File: src/rtl/ram_8x8_pkg.sv
// Shared definitions for the ram_8x8 arbiter: default RAM geometry,
// sequencer state encoding and the client owner id.
package ram_8x8_pkg;

    localparam int RAM_ADDR_W = 3;
    localparam int RAM_DATA_W = 8;

    typedef enum logic [1:0] {
        IDLE  = 2'd0,
        ISSUE = 2'd1,
        RDATA = 2'd2
    } state_t;

    // Owner id: 0 = client 0, 1 = client 1.
    typedef logic owner_t;

    localparam owner_t OWNER_C0 = 1'b0;
    localparam owner_t OWNER_C1 = 1'b1;

endpackage

File: src/rtl/ram_arb_pick.sv
// Winner select between the two clients.
// Build option RAM_ARB_RR_EN: when defined, contention is resolved
// round-robin using a 1-bit last-served pointer; otherwise client 0
// always wins and no pointer register exists.
module ram_arb_pick
    import ram_8x8_pkg::*;
(
    input  logic   clk,
    input  logic   reset,
    input  logic   req0,
    input  logic   req1,
    input  logic   grant_fire,
    output owner_t winner
);

`ifdef RAM_ARB_RR_EN
    owner_t last_q;
    owner_t last_d;

    // Contention goes to the client not served last; a lone request wins outright.
    always_comb begin
        winner = OWNER_C0;
        last_d = last_q;
        if (req0 && req1) begin
            winner = ~last_q;
        end else if (req1) begin
            winner = OWNER_C1;
        end
        if (grant_fire) begin
            last_d = winner;
        end
    end

    // Last-served pointer; starts as "client 1 served" so client 0 wins first.
    always_ff @(posedge clk or posedge reset) begin
        if (reset) begin
            last_q <= OWNER_C1;
        end else begin
            last_q <= last_d;
        end
    end
`else
    logic unused_sig;

    // Fixed priority: client 1 wins only when client 0 is not requesting.
    always_comb begin
        winner = (req1 && !req0) ? OWNER_C1 : OWNER_C0;
    end

    assign unused_sig = ^{clk, reset, grant_fire};
`endif

endmodule

File: src/rtl/ram_8x8_arbiter.sv
// Two-client arbiter/sequencer in front of the ram_8x8 synchronous RAM.
// IDLE samples requests and registers the winner's command, ISSUE drives
// exactly one RAM enable for one cycle, RDATA captures the read data.
// Build option RAM_ARB_RR_EN selects round-robin arbitration (see ram_arb_pick).
module ram_8x8_arbiter
    import ram_8x8_pkg::*;
#(
    parameter int ADDR_W = RAM_ADDR_W,
    parameter int DATA_W = RAM_DATA_W
) (
    input  logic              clk,
    input  logic              reset,
    input  logic              req0,
    input  logic              req1,
    input  logic              we0,
    input  logic              we1,
    input  logic [ADDR_W-1:0] addr0,
    input  logic [ADDR_W-1:0] addr1,
    input  logic [DATA_W-1:0] wdata0,
    input  logic [DATA_W-1:0] wdata1,
    output logic              gnt0,
    output logic              gnt1,
    output logic              rvalid0,
    output logic              rvalid1,
    output logic [DATA_W-1:0] rdata,
    output logic [ADDR_W-1:0] ram_address,
    output logic [DATA_W-1:0] ram_data_in,
    output logic              ram_write_enable,
    output logic              ram_read_enable,
    input  logic [DATA_W-1:0] ram_data_out
);

    state_t            state_q, state_d;
    owner_t            owner_q, owner_d;
    logic [ADDR_W-1:0] addr_q, addr_d;
    logic [DATA_W-1:0] wdata_q, wdata_d;
    logic              wen_q, wen_d;
    logic              ren_q, ren_d;
    logic              rvalid0_q, rvalid0_d;
    logic              rvalid1_q, rvalid1_d;
    logic [DATA_W-1:0] rdata_q, rdata_d;
    logic              grant_fire;
    owner_t            winner;

    ram_arb_pick u_pick (
        .clk        (clk),
        .reset      (reset),
        .req0       (req0),
        .req1       (req1),
        .grant_fire (grant_fire),
        .winner     (winner)
    );

    // Next-state and registered-output logic for the three-state sequencer.
    always_comb begin
        state_d    = state_q;
        owner_d    = owner_q;
        addr_d     = addr_q;
        wdata_d    = wdata_q;
        wen_d      = 1'b0;
        ren_d      = 1'b0;
        rvalid0_d  = 1'b0;
        rvalid1_d  = 1'b0;
        rdata_d    = rdata_q;
        grant_fire = 1'b0;
        case (state_q)
            IDLE: begin
                if (req0 || req1) begin
                    grant_fire = 1'b1;
                    owner_d    = winner;
                    state_d    = ISSUE;
                    if (winner == OWNER_C1) begin
                        addr_d  = addr1;
                        wdata_d = wdata1;
                        wen_d   = we1;
                        ren_d   = ~we1;
                    end else begin
                        addr_d  = addr0;
                        wdata_d = wdata0;
                        wen_d   = we0;
                        ren_d   = ~we0;
                    end
                end
            end
            ISSUE: begin
                state_d = wen_q ? IDLE : RDATA;
            end
            RDATA: begin
                rdata_d   = ram_data_out;
                rvalid0_d = (owner_q == OWNER_C0);
                rvalid1_d = (owner_q == OWNER_C1);
                state_d   = IDLE;
            end
            default: begin
                state_d = IDLE;
            end
        endcase
    end

    // State and output registers; reset aborts any transaction in flight.
    always_ff @(posedge clk or posedge reset) begin
        if (reset) begin
            state_q   <= IDLE;
            owner_q   <= OWNER_C0;
            addr_q    <= '0;
            wdata_q   <= '0;
            wen_q     <= 1'b0;
            ren_q     <= 1'b0;
            rvalid0_q <= 1'b0;
            rvalid1_q <= 1'b0;
            rdata_q   <= '0;
        end else begin
            state_q   <= state_d;
            owner_q   <= owner_d;
            addr_q    <= addr_d;
            wdata_q   <= wdata_d;
            wen_q     <= wen_d;
            ren_q     <= ren_d;
            rvalid0_q <= rvalid0_d;
            rvalid1_q <= rvalid1_d;
            rdata_q   <= rdata_d;
        end
    end

    assign gnt0             = (state_q == ISSUE) && (owner_q == OWNER_C0);
    assign gnt1             = (state_q == ISSUE) && (owner_q == OWNER_C1);
    assign rvalid0          = rvalid0_q;
    assign rvalid1          = rvalid1_q;
    assign rdata            = rdata_q;
    assign ram_address      = addr_q;
    assign ram_data_in      = wdata_q;
    assign ram_write_enable = wen_q;
    assign ram_read_enable  = ren_q;

endmodule
File: config.mk
export PLATFORM = sky130hd
export DESIGN_NAME = ram_8x8_arbiter
export DESIGN_NICKNAME = d
export VERILOG_FILES = /design/src/rtl/ram_8x8_pkg.sv /design/src/rtl/ram_arb_pick.sv /design/src/rtl/ram_8x8_arbiter.sv
export SDC_FILE = /design/constraint.sdc
export NUM_CORES = 1
export LEC_CHECK = 0
export CORE_AREA = 2 2 58 60
export CTS_CLUSTER_DIAMETER = 40
export DETAILED_ROUTE_END_ITERATION = 8
export DIE_AREA = 0 0 60 62
export PLACE_DENSITY = 0.75
export SYNTH_ARGS = -nofsm -noshare
export SYNTH_HDL_FRONTEND = slang
export SYNTH_SLANG_ARGS = --single-unit
File: constraint.sdc
create_clock -name clk -period 1.55 [get_ports clk]
set_input_delay 0.31 -clock clk [delete_from_list [all_inputs] [get_ports clk]]
set_output_delay 0.31 -clock clk [all_outputs]
set_load 0.01 [all_outputs]
==> flow_metrics.py, run 1 <==
metrics = {
    "synthesis": {
        "synth_area_mm2": 0.001095,
        "syn-num-nets": 119,
        "synth-simple-area-share": 0.06971,
        "synth_compound_area_frac": 0.08571,
        "synth.area.mux_share": 0.2183,
        "synthAdderAreaFrac": 0,
        "seq_area_frac_synth": 0.5943,
        "ys_types": 19,
        "netlist_instances": 83,
        "synthXorXnorAreaFrac": 0,
        "ys_ff_latch": 26,
        "avgSynthCellArea_um2": 13.19,
        "synth_top_family_by_area": "multiplexers",
        "yosysWarnings": 0,
    },
    "setup_path": {
        "end_kind": "output port",
        "worstReg2RegStart": "state_q[1]",
        "path_class": "reg -> out",
        "crit_fanout": 1,
        "startpoint": "ram_read_enable",
        "crit_slowest_cell": "clkdlybuf4s50_1",
        "start_kind": "flop",
        "arrival_ps": 1210,
        "crit_family": "buffers and inverters",
        "cp_slowest_stage_delay_ps": 530,
        "cp_num_buf_inv": 1,
        "path_cells": "clkdlybuf4s50_1",
        "required_ps": 1240,
    },
    "power": {
        "power_switching_uw": 916.8,
        "leakage_nw": 0.9239,
        "clkPwrFrac": 0.120,
        "p_sw_frac": 0.3186,
        "p_int_mw": 1.961,
        "power.density_mw_per_mm2": 1557,
        "ir_drop_v": 0.0004994,
        "seqPwrFrac": 0.393,
        "power_frac_comb": 0.487,
    },
    "final_layout": {
        "fin_nets": 191,
        "mostFrequentLayoutCells": "36 x clkdlybuf4s50_1, 26 x dfrtp_1, 15 x mux2_2, 15 x dlygate4sd2_1, 10 x buf_4",
        "diodes": 0,
        "regArea_um2": 650.6,
        "fillers": 293,
        "final_cell_count_no_fill": 200,
        "syn_to_final_growth_pct": 68.80,
        "multiInputGateArea_um2": 411.6,
        "drive_above_1_share": 0.2208,
        "final_common_cell": "clkdlybuf4s50_1",
    },
    "global_routing": {
        "grt_pass1_wl_um": 4064,
        "grt.total_usage": 0.1508,
        "grt_max_degree": 27,
        "grt_pass1_vias": 913,
        "antenna_found_initial": 0,
        "overflow": 0,
    },
    "place": {
        "hpwl_um": 2176,
        "port_buffers": 60,
        "placed_cells": 195,
        "gp_congestion": 0.7318,
    },
    "clock_tree": {
        "cts.sinks": 26,
        "cts_buffer_depth": 2,
        "cts_tree": "built",
        "root_buffer": "clkbuf_4",
        "clk_latency_ps": 330,
        "cts_buffers": 3,
        "cts_hold_buf": 0,
        "htreeDepth": 1,
        "clkSlewWorstSetupHoldPaths_ps": 130,
    },
    "flow_run": {
        "drv_cap": 0,
    },
    "sta": {
        "drv_slew": 0,
        "hold_viol_final": 0,
        "timing.final.crit_share": 0.9776,
        "fin_skew_ps": 1.344,
        "worst_hold_slack_ps": 319.1,
        "worst_pin_slew_ps": 432.5,
        "period_minus_slack_ps": 1515,
        "fin_setup_tns_ps": 0,
        "setup-violations-final": 0,
        "slew_headroom": 0.7117,
        "rsz0062_at_grt": "false",
        "max_freq_mhz": 659.9,
    },
    "status": {
        "outcome": "complete, no violations",
    },
    "die": {
        "core_area_mm2": 0.003179,
        "dieArea_mm2": 0.003720,
        "die_w_um": 60,
        "die_y_um": 62,
        "io_pins": 61,
        "initial_core_util": 0.3444,
        "rows": 21,
    },
    "detailed_routing": {
        "drt-wirelength-per-cell_um": 13.48,
        "via_count": 905,
        "ant_nets": 0,
        "route.detailed.drc": 0,
        "drt_iter0_drc": 12,
        "wl_um": 2696,
        "vias_per_cell": 4.525,
        "first_pass_iters": 3,
    },
    "min_path": {
        "hold_path.class": "in -> async",
    },
}
==> power groups by stage <==
| stage | sequential [mW] | clock, mW | combinational [mW] |
|---|---|---|---|
| final | 1.13 | 0.344 | 1.40 |
| after global routing | 1.17 | 0.380 | 1.51 |
| after CTS | 1.14 | 0.357 | 1.43 |
| after detailed placement | 1.17 | 0 | 1.56 |
| after global placement | 1.15 | 0 | 1.52 |
| after floorplan | 1.28 | 0 | 0.559 |
==> per-stage QoR <==
stage / power [mW] / cell area [µm²] / util / worst slack [ps]
4_1_cts: 2.932 / 1828 / 0.5750 / 2.298
5_1_grt: 3.067 / 1848 / 0.5813 / 11.42
3_5_place_dp: 2.730 / 1813 / 0.5702 / -221.4
2_1_floorplan: 1.835 / 1095 / - / 176.7
6_report: 2.877 / 1848 / 0.5813 / 34.68
3_3_place_gp: 2.665 / 1813 / 0.5702 / -204.4
==> Yosys cell counts <==
library cell | n | area [µm²]
mux2i_1 | 1 | 10.01
buf_4 | 1 | 7.510
inv_1 | 2 | 7.510
mux2_2 | 15 | 168.9
a22o_1 | 7 | 61.31
mux2_4 | 1 | 15.01
nor2b_1 | 2 | 12.51
nor2_1 | 6 | 22.52
a21oi_1 | 2 | 10.01
nand2b_1 | 2 | 12.51
clkbuf_1 | 1 | 3.750
nand2_1 | 6 | 22.52
and2_1 | 1 | 6.260
mux2_1 | 4 | 45.04
o21a_1 | 1 | 7.510
buf_2 | 1 | 5.000
o21ai_0 | 3 | 15.01
dfrtp_1 | 26 | 650.6
buf_6 | 1 | 11.26
==> per-layer routing <==
metal / GRT usage / part of all wire / wire [µm]
met5: 0 / 0 / 0
met4: 0.07302 / 0.016 / 44
met1: 0.1627 / 0.39 / 1047
met2: 0.2888 / 0.53 / 1427
met3: 0.02070 / 0.065 / 176
==> registers in the layout, indices dropped and copies added (netlist names) <==
name / count
owner_q: 1
ram_address: 3
ram_data_in: 8
ram_read_enable: 1
ram_write_enable: 1
rdata: 8
rvalid0: 1
rvalid1: 1
state_q: 2
==> area by class of cell <==
class	count	area share
Timing Repair Buffer	71	0.3703
Sequential cell	26	0.3521
Multi-Input combinational cell	51	0.2227
Tap cell	46	0.03114
Clock buffer	4	0.01963
Inverter	2	0.004062
==> final timing paths <==
kind                       slack, ps               to  cells after the start
max                               30  ram_read_enable                      1
min reg2reg                      440       state_q[1]                      1
max reg2reg                       80   ram_data_in[6]                      5
max in group asynchronous       1000  ram_read_enable                      3
min in group clk                 440       state_q[1]                      1
min                              320         rdata[7]                      3
==> worst min-delay path, delay by kind of cell <==
| kind | cells | cell delay (ps) |
|---|---|---|
| buf+inv | 3 | 750 |
==> cells by family (layout without fill, tap and decap cells) <==
logic type	after synthesis	after routing
DFF	26	26
and+or+nand+nor	17	17
muxes	21	21
AOI/OAI and AO/OA	13	13
buffers and inverters	6	77
==> what timing repair did <==
action,4_1_cts,5_1_grt
endpoints found under the setup margin,17,18
buffers inserted,1,0
pin swaps,0,0
gates resized for setup,23,8
endpoints found under the hold margin,0,0
No activity file was read; power rests on OpenSTA's default activity.
==> inputs of run 2 (changes only) <==
Settings changed: GPL_ROUTABILITY_DRIVEN set to 0.
==> results of run 2 <==
The final DEF is identical to that of run 1; final timing and power are the same.
